**src/rtl/alu_arbiter_pkg.sv**
```systemverilog
// Shared types and constants for the two-requester ALU arbiter.
// Holds the opcode encoding, the FSM state encoding and the operand payload struct.
package alu_arbiter_pkg;

  localparam int unsigned ALU_DATA_W = 32;
  localparam int unsigned ALU_OP_W   = 4;

  localparam logic [ALU_OP_W-1:0] OP_ADD  = ALU_OP_W'(0);
  localparam logic [ALU_OP_W-1:0] OP_SUB  = ALU_OP_W'(1);
  localparam logic [ALU_OP_W-1:0] OP_AND  = ALU_OP_W'(2);
  localparam logic [ALU_OP_W-1:0] OP_OR   = ALU_OP_W'(3);
  localparam logic [ALU_OP_W-1:0] OP_XOR  = ALU_OP_W'(4);
  localparam logic [ALU_OP_W-1:0] OP_SLL  = ALU_OP_W'(5);
  localparam logic [ALU_OP_W-1:0] OP_SRL  = ALU_OP_W'(6);
  localparam logic [ALU_OP_W-1:0] OP_SRA  = ALU_OP_W'(7);
  localparam logic [ALU_OP_W-1:0] OP_SLT  = ALU_OP_W'(8);
  localparam logic [ALU_OP_W-1:0] OP_SLTU = ALU_OP_W'(9);
  localparam logic [ALU_OP_W-1:0] OP_MAX  = OP_SLTU;

  typedef enum logic [1:0] {
    ST_IDLE = 2'd0,
    ST_EXEC = 2'd1,
    ST_RESP = 2'd2
  } state_e;

  typedef struct packed {
    logic [ALU_OP_W-1:0]   op;
    logic [ALU_DATA_W-1:0] a;
    logic [ALU_DATA_W-1:0] b;
  } alu_req_t;

endpackage

```
**src/rtl/alu_arbiter_if.sv**
```systemverilog
// Request/response bus between two requesters and the ALU arbiter.
// master = requester side, slave = arbiter side.
interface alu_arbiter_if;
  import alu_arbiter_pkg::*;

  logic [1:0]            req_valid;
  logic [1:0]            req_ready;
  logic [ALU_OP_W-1:0]   req_op0;
  logic [ALU_OP_W-1:0]   req_op1;
  logic [ALU_DATA_W-1:0] req_a0;
  logic [ALU_DATA_W-1:0] req_b0;
  logic [ALU_DATA_W-1:0] req_a1;
  logic [ALU_DATA_W-1:0] req_b1;
  logic [1:0]            resp_valid;
  logic [1:0]            resp_ready;
  logic [ALU_DATA_W-1:0] resp_data;
  logic                  resp_err;

  modport master (
    output req_valid, req_op0, req_op1, req_a0, req_b0, req_a1, req_b1, resp_ready,
    input  req_ready, resp_valid, resp_data, resp_err
  );

  modport slave (
    input  req_valid, req_op0, req_op1, req_a0, req_b0, req_a1, req_b1, resp_ready,
    output req_ready, resp_valid, resp_data, resp_err
  );

endinterface

```
**src/rtl/alu_arbiter_alu.sv**
```systemverilog
// Combinational ALU: ten legal opcodes, anything above OP_MAX yields zero and flags an error.
module alu_arbiter_alu
  import alu_arbiter_pkg::*;
(
  input  alu_req_t              req,
  output logic [ALU_DATA_W-1:0] y_c,
  output logic                  err_c
);

  logic [4:0] shamt_c;
  assign shamt_c = req.b[4:0];

  always_comb begin
    y_c = '0;
    case (req.op)
      OP_ADD:  y_c = req.a + req.b;
      OP_SUB:  y_c = req.a - req.b;
      OP_AND:  y_c = req.a & req.b;
      OP_OR:   y_c = req.a | req.b;
      OP_XOR:  y_c = req.a ^ req.b;
      OP_SLL:  y_c = req.a << shamt_c;
      OP_SRL:  y_c = req.a >> shamt_c;
      OP_SRA:  y_c = ALU_DATA_W'($signed(req.a) >>> shamt_c);
      OP_SLT:  y_c = ALU_DATA_W'($signed(req.a) < $signed(req.b));
      OP_SLTU: y_c = ALU_DATA_W'(req.a < req.b);
      default: y_c = '0;
    endcase
  end

  assign err_c = (req.op > OP_MAX);

endmodule

```
**src/rtl/alu_arbiter.sv**
```systemverilog
// Round-robin arbiter sharing one ALU between two requesters.
// IDLE accepts one request, EXEC registers the ALU result, RESP holds it until the winner consumes it.
module alu_arbiter
  import alu_arbiter_pkg::*;
#(
  parameter int unsigned DATA_W = ALU_DATA_W,
  parameter int unsigned OP_W   = ALU_OP_W
) (
  input  logic          clk,
  input  logic          rst_n,
  alu_arbiter_if.slave  bus,
  output logic          busy
);

  state_e              state_q;
  logic                prio_q;
  logic                win_q;
  alu_req_t            opnd_q;
  logic [DATA_W-1:0]   resp_data_q;
  logic                resp_err_q;
  logic [1:0]          resp_valid_q;

  logic                gnt_c;
  logic [1:0]          ready_c;
  logic                accept_c;
  logic [OP_W-1:0]     sel_op_c;
  logic [DATA_W-1:0]   sel_a_c;
  logic [DATA_W-1:0]   sel_b_c;
  logic [DATA_W-1:0]   alu_y_c;
  logic                alu_err_c;

  // Grant: a lone requester wins outright, a tie goes to the priority pointer.
  always_comb begin
    gnt_c = prio_q;
    if (bus.req_valid == 2'b01) begin
      gnt_c = 1'b0;
    end else if (bus.req_valid == 2'b10) begin
      gnt_c = 1'b1;
    end
    ready_c = 2'b00;
    if (rst_n && (state_q == ST_IDLE) && (|bus.req_valid)) begin
      ready_c = gnt_c ? 2'b10 : 2'b01;
    end
    sel_op_c = gnt_c ? bus.req_op1 : bus.req_op0;
    sel_a_c  = gnt_c ? bus.req_a1  : bus.req_a0;
    sel_b_c  = gnt_c ? bus.req_b1  : bus.req_b0;
  end

  assign accept_c = |(bus.req_valid & ready_c);

  alu_arbiter_alu u_alu (
    .req   (opnd_q),
    .y_c   (alu_y_c),
    .err_c (alu_err_c)
  );

  always_ff @(posedge clk or negedge rst_n) begin
    if (!rst_n) begin
      state_q      <= ST_IDLE;
      prio_q       <= 1'b0;
      win_q        <= 1'b0;
      opnd_q       <= '0;
      resp_data_q  <= '0;
      resp_err_q   <= 1'b0;
      resp_valid_q <= 2'b00;
      busy         <= 1'b0;
    end else begin
      case (state_q)
        ST_IDLE: begin
          if (accept_c) begin
            opnd_q  <= '{op: sel_op_c, a: sel_a_c, b: sel_b_c};
            win_q   <= gnt_c;
            prio_q  <= ~gnt_c;
            state_q <= ST_EXEC;
            busy    <= 1'b1;
          end
        end
        ST_EXEC: begin
          resp_data_q  <= alu_y_c;
          resp_err_q   <= alu_err_c;
          resp_valid_q <= win_q ? 2'b10 : 2'b01;
          state_q      <= ST_RESP;
        end
        ST_RESP: begin
          // Only the winner's resp_ready can complete the handshake.
          if (|(resp_valid_q & bus.resp_ready)) begin
            resp_valid_q <= 2'b00;
            state_q      <= ST_IDLE;
            busy         <= 1'b0;
          end
        end
        default: begin
          resp_valid_q <= 2'b00;
          state_q      <= ST_IDLE;
          busy         <= 1'b0;
        end
      endcase
    end
  end

  assign bus.req_ready  = ready_c;
  assign bus.resp_valid = resp_valid_q;
  assign bus.resp_data  = resp_data_q;
  assign bus.resp_err   = resp_err_q;

endmodule

```
**src/flat_wrapper.sv**
```systemverilog
// flat-port wrapper written by rule: the top's interface ports become plain ports
module alu_arbiter_flat import alu_arbiter_pkg::*;
#(
  parameter int unsigned DATA_W = ALU_DATA_W,
  parameter int unsigned OP_W   = ALU_OP_W
)
  (clk, rst_n, busy, bus_req_valid, bus_req_op0, bus_req_op1, bus_req_a0, bus_req_b0, bus_req_a1, bus_req_b1, bus_resp_ready, bus_req_ready, bus_resp_valid, bus_resp_data, bus_resp_err);
  alu_arbiter_if bus_i ();
  input  logic clk;
  input  logic rst_n;
  output logic busy;
  input wire logic [$bits(bus_i.req_valid)-1:0] bus_req_valid;
  input wire logic [$bits(bus_i.req_op0)-1:0] bus_req_op0;
  input wire logic [$bits(bus_i.req_op1)-1:0] bus_req_op1;
  input wire logic [$bits(bus_i.req_a0)-1:0] bus_req_a0;
  input wire logic [$bits(bus_i.req_b0)-1:0] bus_req_b0;
  input wire logic [$bits(bus_i.req_a1)-1:0] bus_req_a1;
  input wire logic [$bits(bus_i.req_b1)-1:0] bus_req_b1;
  input wire logic [$bits(bus_i.resp_ready)-1:0] bus_resp_ready;
  output wire logic [$bits(bus_i.req_ready)-1:0] bus_req_ready;
  output wire logic [$bits(bus_i.resp_valid)-1:0] bus_resp_valid;
  output wire logic [$bits(bus_i.resp_data)-1:0] bus_resp_data;
  output wire logic [$bits(bus_i.resp_err)-1:0] bus_resp_err;
  assign bus_i.req_valid = bus_req_valid;
  assign bus_i.req_op0 = bus_req_op0;
  assign bus_i.req_op1 = bus_req_op1;
  assign bus_i.req_a0 = bus_req_a0;
  assign bus_i.req_b0 = bus_req_b0;
  assign bus_i.req_a1 = bus_req_a1;
  assign bus_i.req_b1 = bus_req_b1;
  assign bus_i.resp_ready = bus_resp_ready;
  assign bus_req_ready = bus_i.req_ready;
  assign bus_resp_valid = bus_i.resp_valid;
  assign bus_resp_data = bus_i.resp_data;
  assign bus_resp_err = bus_i.resp_err;
  alu_arbiter #(.DATA_W(DATA_W), .OP_W(OP_W)) u_core (.clk(clk), .rst_n(rst_n), .bus(bus_i), .busy(busy));
endmodule
```
**config.mk**
```make
export PLATFORM = sky130hd
export DESIGN_NAME = alu_arbiter_flat
export DESIGN_NICKNAME = d
export VERILOG_FILES = /design/src/rtl/alu_arbiter_pkg.sv /design/src/rtl/alu_arbiter_if.sv /design/src/rtl/alu_arbiter_alu.sv /design/src/rtl/alu_arbiter.sv /design/src/flat_wrapper.sv
export SDC_FILE = /design/constraint.sdc
export NUM_CORES = 1
export LEC_CHECK = 0
export BUFFER_PORTS_ARGS = -buffer_cell sky130_fd_sc_hd__buf_2
export CORE_UTILIZATION = 39
export CTS_CLUSTER_DIAMETER = 120
export DETAILED_ROUTE_END_ITERATION = 10
export PLACE_DENSITY_LB_ADDON = 0.08
export SYNTH_ARGS = -nofsm -noshare
export SYNTH_HDL_FRONTEND = slang
export SYNTH_SLANG_ARGS = --single-unit
export TNS_END_PERCENT = 20
```
**constraint.sdc**
```tcl
create_clock -name clk -period 11.25 [get_ports clk]
set_input_delay 1.125 -clock clk [delete_from_list [all_inputs] [get_ports clk]]
set_output_delay 1.125 -clock clk [all_outputs]
set_load 0.02 [all_outputs]
```
Word-level counts from Yosys, hierarchy flattened. Cells that the tools add are included.

$add $sub $neg: 2. Order comparisons: 3. Eq/ne operators: 15. Shift-type cells: 3. Muxes and demuxes: 16. Bitwise operators: 8. Reduce and logical (&&, ||, !) cells: 11.

Operator list (count): case mux 32 bit (10 select lines) (1); < comparator 32 bit (2); 2-to-1 mux 32 bit (2); adder 32 bit (1); AND 32 bit (1); OR 32 bit (1); left shift 32 x 5 -> 32 bit (1); right shift 32 x 5 -> 32 bit (1); >>> shifter 32 x 5 -> 32 bit (1); subtractor 32 bit (1); XOR 32 bit (1); == test 4 x 3 -> 1 bit (second input constant) (4); case mux 2 bit (3 select lines) (2); 2-to-1 mux 2 bit (5); == test 4 x 2 -> 1 bit (second input constant) (2); == test 4 bit (second input constant) (2); AND reduction 2 bit (3); OR reduction 2 bit (3); AND 2 bit (2); == test 2 x 1 -> 1 bit (second input constant) (2); == test 2 bit (second input constant) (2); == test 4 x 1 -> 1 bit (second input constant) (1); > comparator 4 bit (second input constant) (1); zero test 4 bit (1); other kinds (8) (15).

Register bits after elaboration: 108. Input bits: 142. Output and inout bits: 38. Logic and storage cells: 68.

Logic depth before layout (Yosys ltp). Gate-level depths: netlist of the first run.

Depth after elaboration: 9. Depth in mapped cells: 16. Depth with buffers taken out: 13.

Cells and area by module. A second synthesis of the first run with hierarchy kept.

Cells, all modules: 1662. Area, all modules: 12914.9 um2.

Modules (own cells, without submodules): alu_arbiter_alu (instances 1, cells each 1250, area each 8211.6 um2, seq. area each 0.0 um2); alu_arbiter (instances 1, cells each 412, area each 4703.3 um2, seq. area each 2702.6 um2).

Worst setup path after synthesis of the first run. Ideal clock, no wire load.

Kind: register to register. Start point: register u_core.opnd_q[2] in the netlist's numbering. End point: register u_core.resp_data_q[24] (netlist: u_core.bus.resp_data[24]). Setup time: 0.126 ns. Arrival: 3.875 ns. Data required time: 11.124 ns. Path slack: 7.249 ns. Stages on the path, launching flop included: 17. Path buffers: 4. Period minus slack after synthesis: 4.001 ns. Cells stage by stage: dfrtp_1 > clkbuf_1 > clkinv_1 > clkbuf_1 > buf_1 > ha_1 > nor2_1 > nor2_1 > o41a_2 > o21a_4 > nor4b_2 > or4_4 > buf_6 > a2111oi_4 > a2111oi_0 > a31oi_1 > a221o_1.

Word-level cells in the longest chain between the ends: 2. Elaborated cells between the ends (all ways): 6. Classes of those cells: 2 x add/sub; 3 x shift; 1 x mux.

RTL lines: start: declaration (line alu_arbiter.sv:18) `alu_req_t opnd_q;`; start signal: assignment (line alu_arbiter.sv:71) `opnd_q <= '{op: sel_op_c, a: sel_a_c, b: sel_b_c};`; subtractor 32 bit, or another cell as far along (line alu_arbiter_alu.sv:17) `OP_SUB: y_c = req.a - req.b;`; case mux 32 bit (10 select lines) * (line alu_arbiter_alu.sv:15) `case (req.op)`; end signal: assignment (line alu_arbiter.sv:79) `resp_data_q <= alu_y_c;`; end: declaration (line alu_arbiter.sv:19) `logic [DATA_W-1:0] resp_data_q;`.

Mark *: on every way between the ends. The rest lies on a longest branch, timed or not. A chain may end at the register's enable or synchronous reset.

Worst setup path in the final report of the first run.
Start point: register u_core.opnd_q[1] in the netlist's numbering. End point: register u_core.resp_data_q[30] (netlist: u_core.bus.resp_data[30]).

The elaborated chain is that of the path after synthesis.

==> results of run 1 <==
sequential cells by signal (all words and copies together) (netlist names):
register and cells:
u_core.bus.resp_data 32, u_core.bus.resp_err 1, u_core.bus.resp_valid 2, u_core.busy 1
u_core.opnd_q 68, u_core.prio_q 1, u_core.state_q 2, u_core.win_q 1
final timing paths:
kind | start | to | slack [ps] | depth (start not counted)
setup / recovery | u_core.opnd_q[1]$_DFFE_PN0P_ | u_core.bus.resp_data[30]$_DFFE_PN0N_ | 6730 | 14
hold reg to reg | u_core.bus.resp_data[3]$_DFFE_PN0N_ | u_core.bus.resp_data[3]$_DFFE_PN0N_ | 470 | 2
setup reg to reg | u_core.opnd_q[1]$_DFFE_PN0P_ | u_core.bus.resp_data[30]$_DFFE_PN0N_ | 6730 | 14
hold / removal | u_core.bus.resp_data[3]$_DFFE_PN0N_ | u_core.bus.resp_data[3]$_DFFE_PN0N_ | 470 | 2
max in group asynchronous | rst_n | u_core.opnd_q[0]$_DFFE_PN0P_ | 9640 | 2
min in group asynchronous | rst_n | u_core.opnd_q[23]$_DFFE_PN0P_ | 670 | 1
through the flow:
step	area (µm²)	instances	utilization	hold slack, ps
2_1_floorplan	12500	1636	-	464
3_3_place_gp	13600	2105	0.431	467
3_5_place_dp	13600	2105	0.431	466
4_1_cts	13900	2121	0.440	482
5_1_grt	13900	2121	0.440	500
6_report	13900	2121	0.440	470
cell families after synthesis:
group / count (synthesis) / share of synthesized area
AO/OA/AOI/OAI: 586 / 0.327
AND/OR/NAND/NOR: 433 / 0.154
adder cells (fa/ha/maj): 101 / 0.102
flip-flops: 108 / 0.216
buffers and inverters: 302 / 0.0929
XOR/XNOR: 23 / 0.0161
multiplexers: 83 / 0.0914
power groups by stage:
stage | clock network [mW] | logic (mW) | registers (mW)
finish | 0.323 | 4.18 | 0.907
global route | 0.340 | 4.52 | 0.931
CTS | 0.332 | 4.09 | 0.896
detailed placement | 0 | 4.08 | 0.902
global placement | 0 | 4.10 | 0.900
floorplan | 0 | 2.86 | 0.771
synthesized netlist by cell type (9+ instances only):
cell type and count:
sky130_fd_sc_hd__nor2_1 172, sky130_fd_sc_hd__inv_1 160, sky130_fd_sc_hd__a21oi_1 141, sky130_fd_sc_hd__nand2_1 131, sky130_fd_sc_hd__o21ai_0 129, sky130_fd_sc_hd__clkbuf_1 112, sky130_fd_sc_hd__dfrtp_1 108, sky130_fd_sc_hd__ha_1 99
sky130_fd_sc_hd__a222oi_1 73, sky130_fd_sc_hd__mux2i_1 50, sky130_fd_sc_hd__nor3_1 28, sky130_fd_sc_hd__a211oi_1 27, sky130_fd_sc_hd__o211ai_1 26, sky130_fd_sc_hd__mux4_2 24, sky130_fd_sc_hd__nand3_1 23, sky130_fd_sc_hd__xnor2_1 20
sky130_fd_sc_hd__nand2b_1 19, sky130_fd_sc_hd__a21o_1 18, sky130_fd_sc_hd__a221oi_1 17, sky130_fd_sc_hd__a31oi_1 16, sky130_fd_sc_hd__o221ai_1 16, sky130_fd_sc_hd__buf_2 13, sky130_fd_sc_hd__a211o_1 12, sky130_fd_sc_hd__buf_1 12
sky130_fd_sc_hd__a221o_1 11, sky130_fd_sc_hd__nor2b_1 11, sky130_fd_sc_hd__o31ai_1 10, sky130_fd_sc_hd__a22oi_1 9, sky130_fd_sc_hd__mux2_2 9, sky130_fd_sc_hd__o21bai_1 9
metal layers:
| layer | wire length (µm) | GRT usage | up-vias |
|---|---|---|---|
| li1 | - | - | 6189 |
| met1 | 25100 | 0.486 | 6629 |
| met2 | 24500 | 0.524 | 712 |
| met3 | 4580 | 0.0625 | 79 |
| met4 | 1350 | 0.0969 | 0 |
| met5 | 0 | 0 | - |
critical path, delay by kind of cell (launching register included):
kind / cells / cell delay (ps)
buffers and inverters: 3 / 1070
and+or+nand+nor: 2 / 380
adders and majority gates: 1 / 530
DFF: 1 / 340
AOI/OAI and AO/OA: 8 / 2040
layout by cell type, fill, tap and decap left out, types with 16 or more instances in the layout:
cell and instances:
sky130_fd_sc_hd__a21o_1 18, sky130_fd_sc_hd__o211ai_1 26, sky130_fd_sc_hd__o21ai_0 129, sky130_fd_sc_hd__buf_2 178, sky130_fd_sc_hd__inv_1 160, sky130_fd_sc_hd__mux4_2 24, sky130_fd_sc_hd__xnor2_1 20, sky130_fd_sc_hd__a222oi_1 73
sky130_fd_sc_hd__nand3_1 22, sky130_fd_sc_hd__nand2_1 131, sky130_fd_sc_hd__a21oi_1 141, sky130_fd_sc_hd__buf_4 28, sky130_fd_sc_hd__dfrtp_1 105, sky130_fd_sc_hd__o221ai_1 16, sky130_fd_sc_hd__a221oi_1 17, sky130_fd_sc_hd__ha_1 99
sky130_fd_sc_hd__a31oi_1 16, sky130_fd_sc_hd__nor2_1 171, sky130_fd_sc_hd__a211oi_1 27, sky130_fd_sc_hd__nand2b_1 18, sky130_fd_sc_hd__nor3_1 27, sky130_fd_sc_hd__mux2i_1 50
area by class of cell:
| type | instances | area (µm²) | share of cell area |
|---|---|---|---|
| multi-input cells | 1226 | 8670 | 0.625 |
| well taps | 402 | 503 | 0.0363 |
| repair buffers | 206 | 1100 | 0.0794 |
| clock buffers | 11 | 233 | 0.0168 |
| clock inverters | 5 | 43.8 | 0.00316 |
| inverters | 163 | 612 | 0.0441 |
| flip-flops and latches | 108 | 2710 | 0.195 |
==> results.json, run 1 <==
{
  "synth_ff_type": "sky130_fd_sc_hd__dfrtp_1",
  "grt.overflow.total": 0,
  "layout_area_growth_over_synthesis_pct": 11.0,
  "cp_common_cell": "sky130_fd_sc_hd__buf_4",
  "detail_route.wl_per_cell_um": 26.2,
  "critical_path_at_ps": 4770,
  "fillerInstances": 3349,
  "yosys_top_cell_by_area": "sky130_fd_sc_hd__dfrtp_1",
  "synth_top_cell_area_share": 0.216,
  "p_int_mw": 2.19,
  "detail_route.drc_violations": 0,
  "clock_tree.htree_level_count": 3,
  "cts_root_buffer": "sky130_fd_sc_hd__clkbuf_16",
  "drt-total-wl_um": 55500,
  "finalClockSkew_ps": 20.1,
  "worst_slew_margin_rel": 0.295,
  "grt_first_pass_wirelength_um": 83700,
  "die_x_um": 181,
  "first_global_vias": 12700,
  "num_rows": 65,
  "drtAntennaViolNets": 0,
  "power.sequential.fraction": 0.168,
  "postCtsSetupBuffers": 0,
  "tightestPinTransition_ps": 1060,
  "worst_ir_drop_vdd_mv": 0.184,
  "swShare": 0.596,
  "ioPinCount": 180,
  "finalSetupTns_ps": 0,
  "net_switching_power_of_the_design_mw": 3.23,
  "fin_crit_sh": 0.402,
  "synth-warning-count": 0,
  "core-area_um2": 31600,
  "grt_usage": 0.341,
  "cp.required_ps": 11500,
  "final_layout_size_suffix_gt1_frac": 0.163,
  "ctsLongestPathBuffers": 2,
  "power.density_cell_area_nw_per_um2": 390,
  "firstDrtPassIters": 10,
  "crit_type": "reg2reg",
  "dp.final_hpwl_um": 42100,
  "max_stage_delay_ps": 600,
  "fp.dieArea_um2": 32800,
  "power_frac_clock": 0.060,
  "antenna_cells": 0,
  "finalWeightedCongestion": 0.988,
  "synth.distinct_cells": 80,
  "fmaxAchievable_mhz": 221,
  "cts_repair_resize_count": 0,
  "setup.worst_path.end_class": "flip-flop",
  "detailroute.via_count": 13600,
  "netlist_top_cells_area": "sky130_fd_sc_hd__dfrtp_1 (22%), sky130_fd_sc_hd__ha_1 (9.9%), sky130_fd_sc_hd__a222oi_1 (5.8%)",
  "number_of_synthesized_flops_with_an_enable_pin": 0,
  "timing.critical_path.fanout_max": 71,
  "timing.critical_path.from_type": "flip-flop",
  "timing.max_cap.violations": 0,
  "final-max-slew-violation-count": 0,
  "floorplan.initialDensity": 0.396,
  "synth_fp_nets": 1879,
  "layout_min_cycle_time_ps": 4520,
  "yosysSeqAreaShare": 0.216,
  "post_drt_via_cell_ratio": 6.42,
  "cts_made_buffers": 9,
  "timing_hold_violations_final": 0,
  "port_buffers": 179,
  "total_power_mw": 5.41,
  "dieHeight_um": 181,
  "rsz0062_at_grt": "no",
  "syn-instance-count": 1636,
  "numClockSinks": 108,
  "syn_avg_cell_area_um2": 7.64,
  "outcome": "finished, final reports clean",
  "final_nets": 1957,
  "setup_ws_ps": 6730,
  "total_leakage_power_nw": 6.54,
  "timing.critical_path.cells": "buf_4 > clkinv_1 > buf_4 > fa_1 > nand2b_1 > a21oi_1 > o41ai_1 > o21ai_1 > a211oi_1 > o31ai_1 > a31oi_1 > and2_1 > a2111oi_0 > o22ai_1",
  "report.final.setup_viol": 0,
  "post-place-ws_ps": 6790,
  "post_synth_instance_area_um2": 12500,
  "grt_antenna_before_repair": 0,
  "synthArstFlopShare": 1.00,
  "path_clk_slew_ps": 80,
  "synth_seq_cells": 108,
  "clock_latency_ps": 400,
  "p_comb_frac": 0.773,
  "hold_buffers": 0,
  "grt_max_degree": 74,
  "critPathSlowestCell": "sky130_fd_sc_hd__buf_4",
  "drtIter0Drc": 1681,
  "tritoncts_clock_tree": "yes",
  "hold_class": "reg2reg"
}
Note: power is estimated with default switching activity, not from simulation.
==> inputs of run 2 (changes only) <==
- clock period: 11.25 -> 4.1 ns (I/O delays scaled with it)
==> run 2 against run 1 <==
Against the previous run:
- combinational power grew to 3.0 times the previous value
- first-iteration DRC count grew 15%
- die area is the same
- clock-buffer cell count shrank 1
- non-clock buffer count grew 69
- cell area grew 4.2%
- register-to-register slack lost 6500 ps
- cell count grew 3.3%
- critical path depth shrank 3
- clock power grew to 2.9 times the previous value
- total power grew to 2.9 times the previous value
- largest power group unchanged
==> results.json, run 2 (synthesis gave the netlist of run 1 again) <==
{
  "setup_ws_ps": 194,
  "die_x_um": 181,
  "report.final.setup_viol": 0,
  "grt.overflow.total": 0,
  "final_cell_count_no_fill": 2190,
  "dp.final_hpwl_um": 45000,
  "critical_path_cell_count": 11,
  "regToRegEndpoint": "u_core.bus.resp_data[4]$_DFFE_PN0N_",
  "hold_path_depth": 3,
  "timing.critical_path.fanout_max": 50,
  "grt_max_degree": 72,
  "min_from": "bus_req_a1[5]",
  "placedCellCount": 2173,
  "layout_area_growth_over_synthesis_pct": 15.6,
  "grt_first_pass_wirelength_um": 86400,
  "core-area_um2": 31600,
  "ctsLongestPathBuffers": 2,
  "path_buf_inv": 3,
  "critPathSlowestCell": "sky130_fd_sc_hd__a2111oi_0",
  "numClockSinks": 108,
  "tritoncts_clock_tree": "yes",
  "path_depth_of_the_worst_reg2reg_path": 11,
  "cts_made_buffers": 9,
  "finalSetupTns_ps": 0,
  "worst_slew_margin_rel": 0.332,
  "firstDrtPassIters": 10,
  "drt-total-wl_um": 57900,
  "worst_hold_path.endpoint": "u_core.opnd_q[37]$_DFFE_PN0P_",
  "ioPinCount": 180,
  "total_leakage_power_nw": 6.91,
  "timing.critical_path.from_type": "flip-flop",
  "final-max-slew-violation-count": 0,
  "tightestPinTransition_ps": 998,
  "finish.utilization": 0.458,
  "hold_class": "in2reg",
  "timing.max_cap.violations": 0,
  "cp.required_ps": 4350,
  "postCtsSetupBuffers": 0,
  "drtAntennaViolNets": 0,
  "largest_register_ffs": 68,
  "dieHeight_um": 181,
  "fin_crit_sh": 0.953,
  "crit_type": "reg2reg",
  "clock_tree.htree_level_count": 3,
  "cts_root_buffer": "sky130_fd_sc_hd__clkbuf_16",
  "port_buffers": 179,
  "clock_latency_ps": 400,
  "detailroute.via_count": 14000,
  "layout_min_cycle_time_ps": 3910,
  "rsz0062_at_grt": "no",
  "post_drt_via_cell_ratio": 6.37,
  "grt_usage": 0.353,
  "worst_ir_drop_vdd_mv": 0.429,
  "finalHoldWorstSlack_ps": 236,
  "first_global_vias": 13100,
  "layout.cells.most_common_list": "sky130_fd_sc_hd__buf_2 (178), sky130_fd_sc_hd__nor2_1 (171), sky130_fd_sc_hd__inv_1 (160), sky130_fd_sc_hd__a21oi_1 (141), sky130_fd_sc_hd__nand2_1 (131)",
  "cts_repair_resize_count": 0,
  "post-place-ws_ps": 307,
  "finalWeightedCongestion": 0.991,
  "timing_hold_violations_final": 0,
  "num_rows": 65,
  "worst-r2r-setup-slack_ps": 190,
  "layout_commonest_cell": "sky130_fd_sc_hd__buf_2",
  "final_layout_size_suffix_gt1_frac": 0.195,
  "top_register": "u_core.opnd_q",
  "grt_antenna_before_repair": 1,
  "outcome": "finished, final reports clean",
  "timing.critical_path.cells": "buf_4 > inv_1 > ha_1 > nand3_1 > nand2_1 > a221o_1 > a21oi_1 > a21oi_1 > a2111oi_0 > buf_4 > o21ai_0",
  "max_stage_delay_ps": 830,
  "power.density_cell_area_nw_per_um2": 1090,
  "path_clk_slew_ps": 80,
  "drtIter0Drc": 1928,
  "finalClockSkew_ps": 12.6,
  "final_nets": 2026,
  "detail_route.wl_per_cell_um": 26.4,
  "worstReg2RegStart": "u_core.opnd_q[0]$_DFFE_PN0P_",
  "critical_path_at_ps": 4150,
  "cp_top_family": "compound AO/OA/AOI/OAI gates",
  "detail_route.drc_violations": 0,
  "setup.worst_path.end_class": "flip-flop",
  "floorplan.initialDensity": 0.396,
  "antenna_cells": 0,
  "fmaxAchievable_mhz": 256,
  "fp.dieArea_um2": 32800
}
[run 2: worst max path at each step]
stage	to	slack, ps	start
final	u_core.bus.resp_data[4]$_DFFE_PN0N_	190	u_core.opnd_q[0]$_DFFE_PN0P_
after CTS	u_core.bus.resp_data[4]$_DFFE_PN0N_	300	u_core.opnd_q[0]$_DFFE_PN0P_
after detailed placement	u_core.bus.resp_data[4]$_DFFE_PN0N_	310	u_core.opnd_q[0]$_DFFE_PN0P_
after floorplan	u_core.bus.resp_data[24]$_DFFE_PN0N_	100	u_core.opnd_q[2]$_DFFE_PN0P_
after global routing	u_core.bus.resp_data[4]$_DFFE_PN0N_	60	u_core.opnd_q[0]$_DFFE_PN0P_
after global placement	u_core.bus.resp_data[4]$_DFFE_PN0N_	280	u_core.opnd_q[0]$_DFFE_PN0P_
[run 2: per-stage QoR]
step           area (µm²)  total power [mW]
2_1_floorplan       12500              9.97
3_3_place_gp        14100              14.5
3_5_place_dp        14100              14.5
4_1_cts             14400              15.4
5_1_grt             14400              16.8
6_report            14400              15.8
[run 2: where the power goes]
part | switching [mW] | total, mW | internal (mW) | leakage, nW
sequential | 0.607 | 2.14 | 1.53 | 1.36
clock | 0.482 | 0.924 | 0.442 | 0.147
combinational | 8.15 | 12.7 | 4.58 | 5.40
[run 2: layer usage]
metal | global-route usage | wire (µm) | vias to the layer above
met5 | 0 | 11 | -
li1 | - | - | 6323
met2 | 0.507 | 24100 | 754
met1 | 0.524 | 26700 | 6790
met3 | 0.0661 | 5270 | 90
met4 | 0.119 | 1810 | 2
[run 2: worst min-delay path: cells and delay by family]
kind / cells / cell delay, ps
AO/OA/AOI/OAI: 1 / 70
buffers and inverters: 2 / 120
[run 2: what timing repair did]
item,CTS,global route
endpoints found under the hold margin,23,0
hold buffers,1,0
setup endpoints to repair,0,0
[run 2: cell type report]
class,count,area [µm²]
fill,3296,17100
inverter,163,612
timing repair buffer,275,1670
tap,402,503
multi-input combinational,1226,8660
sequential,108,2710
clock inverter,6,53.8
clock buffer,10,239
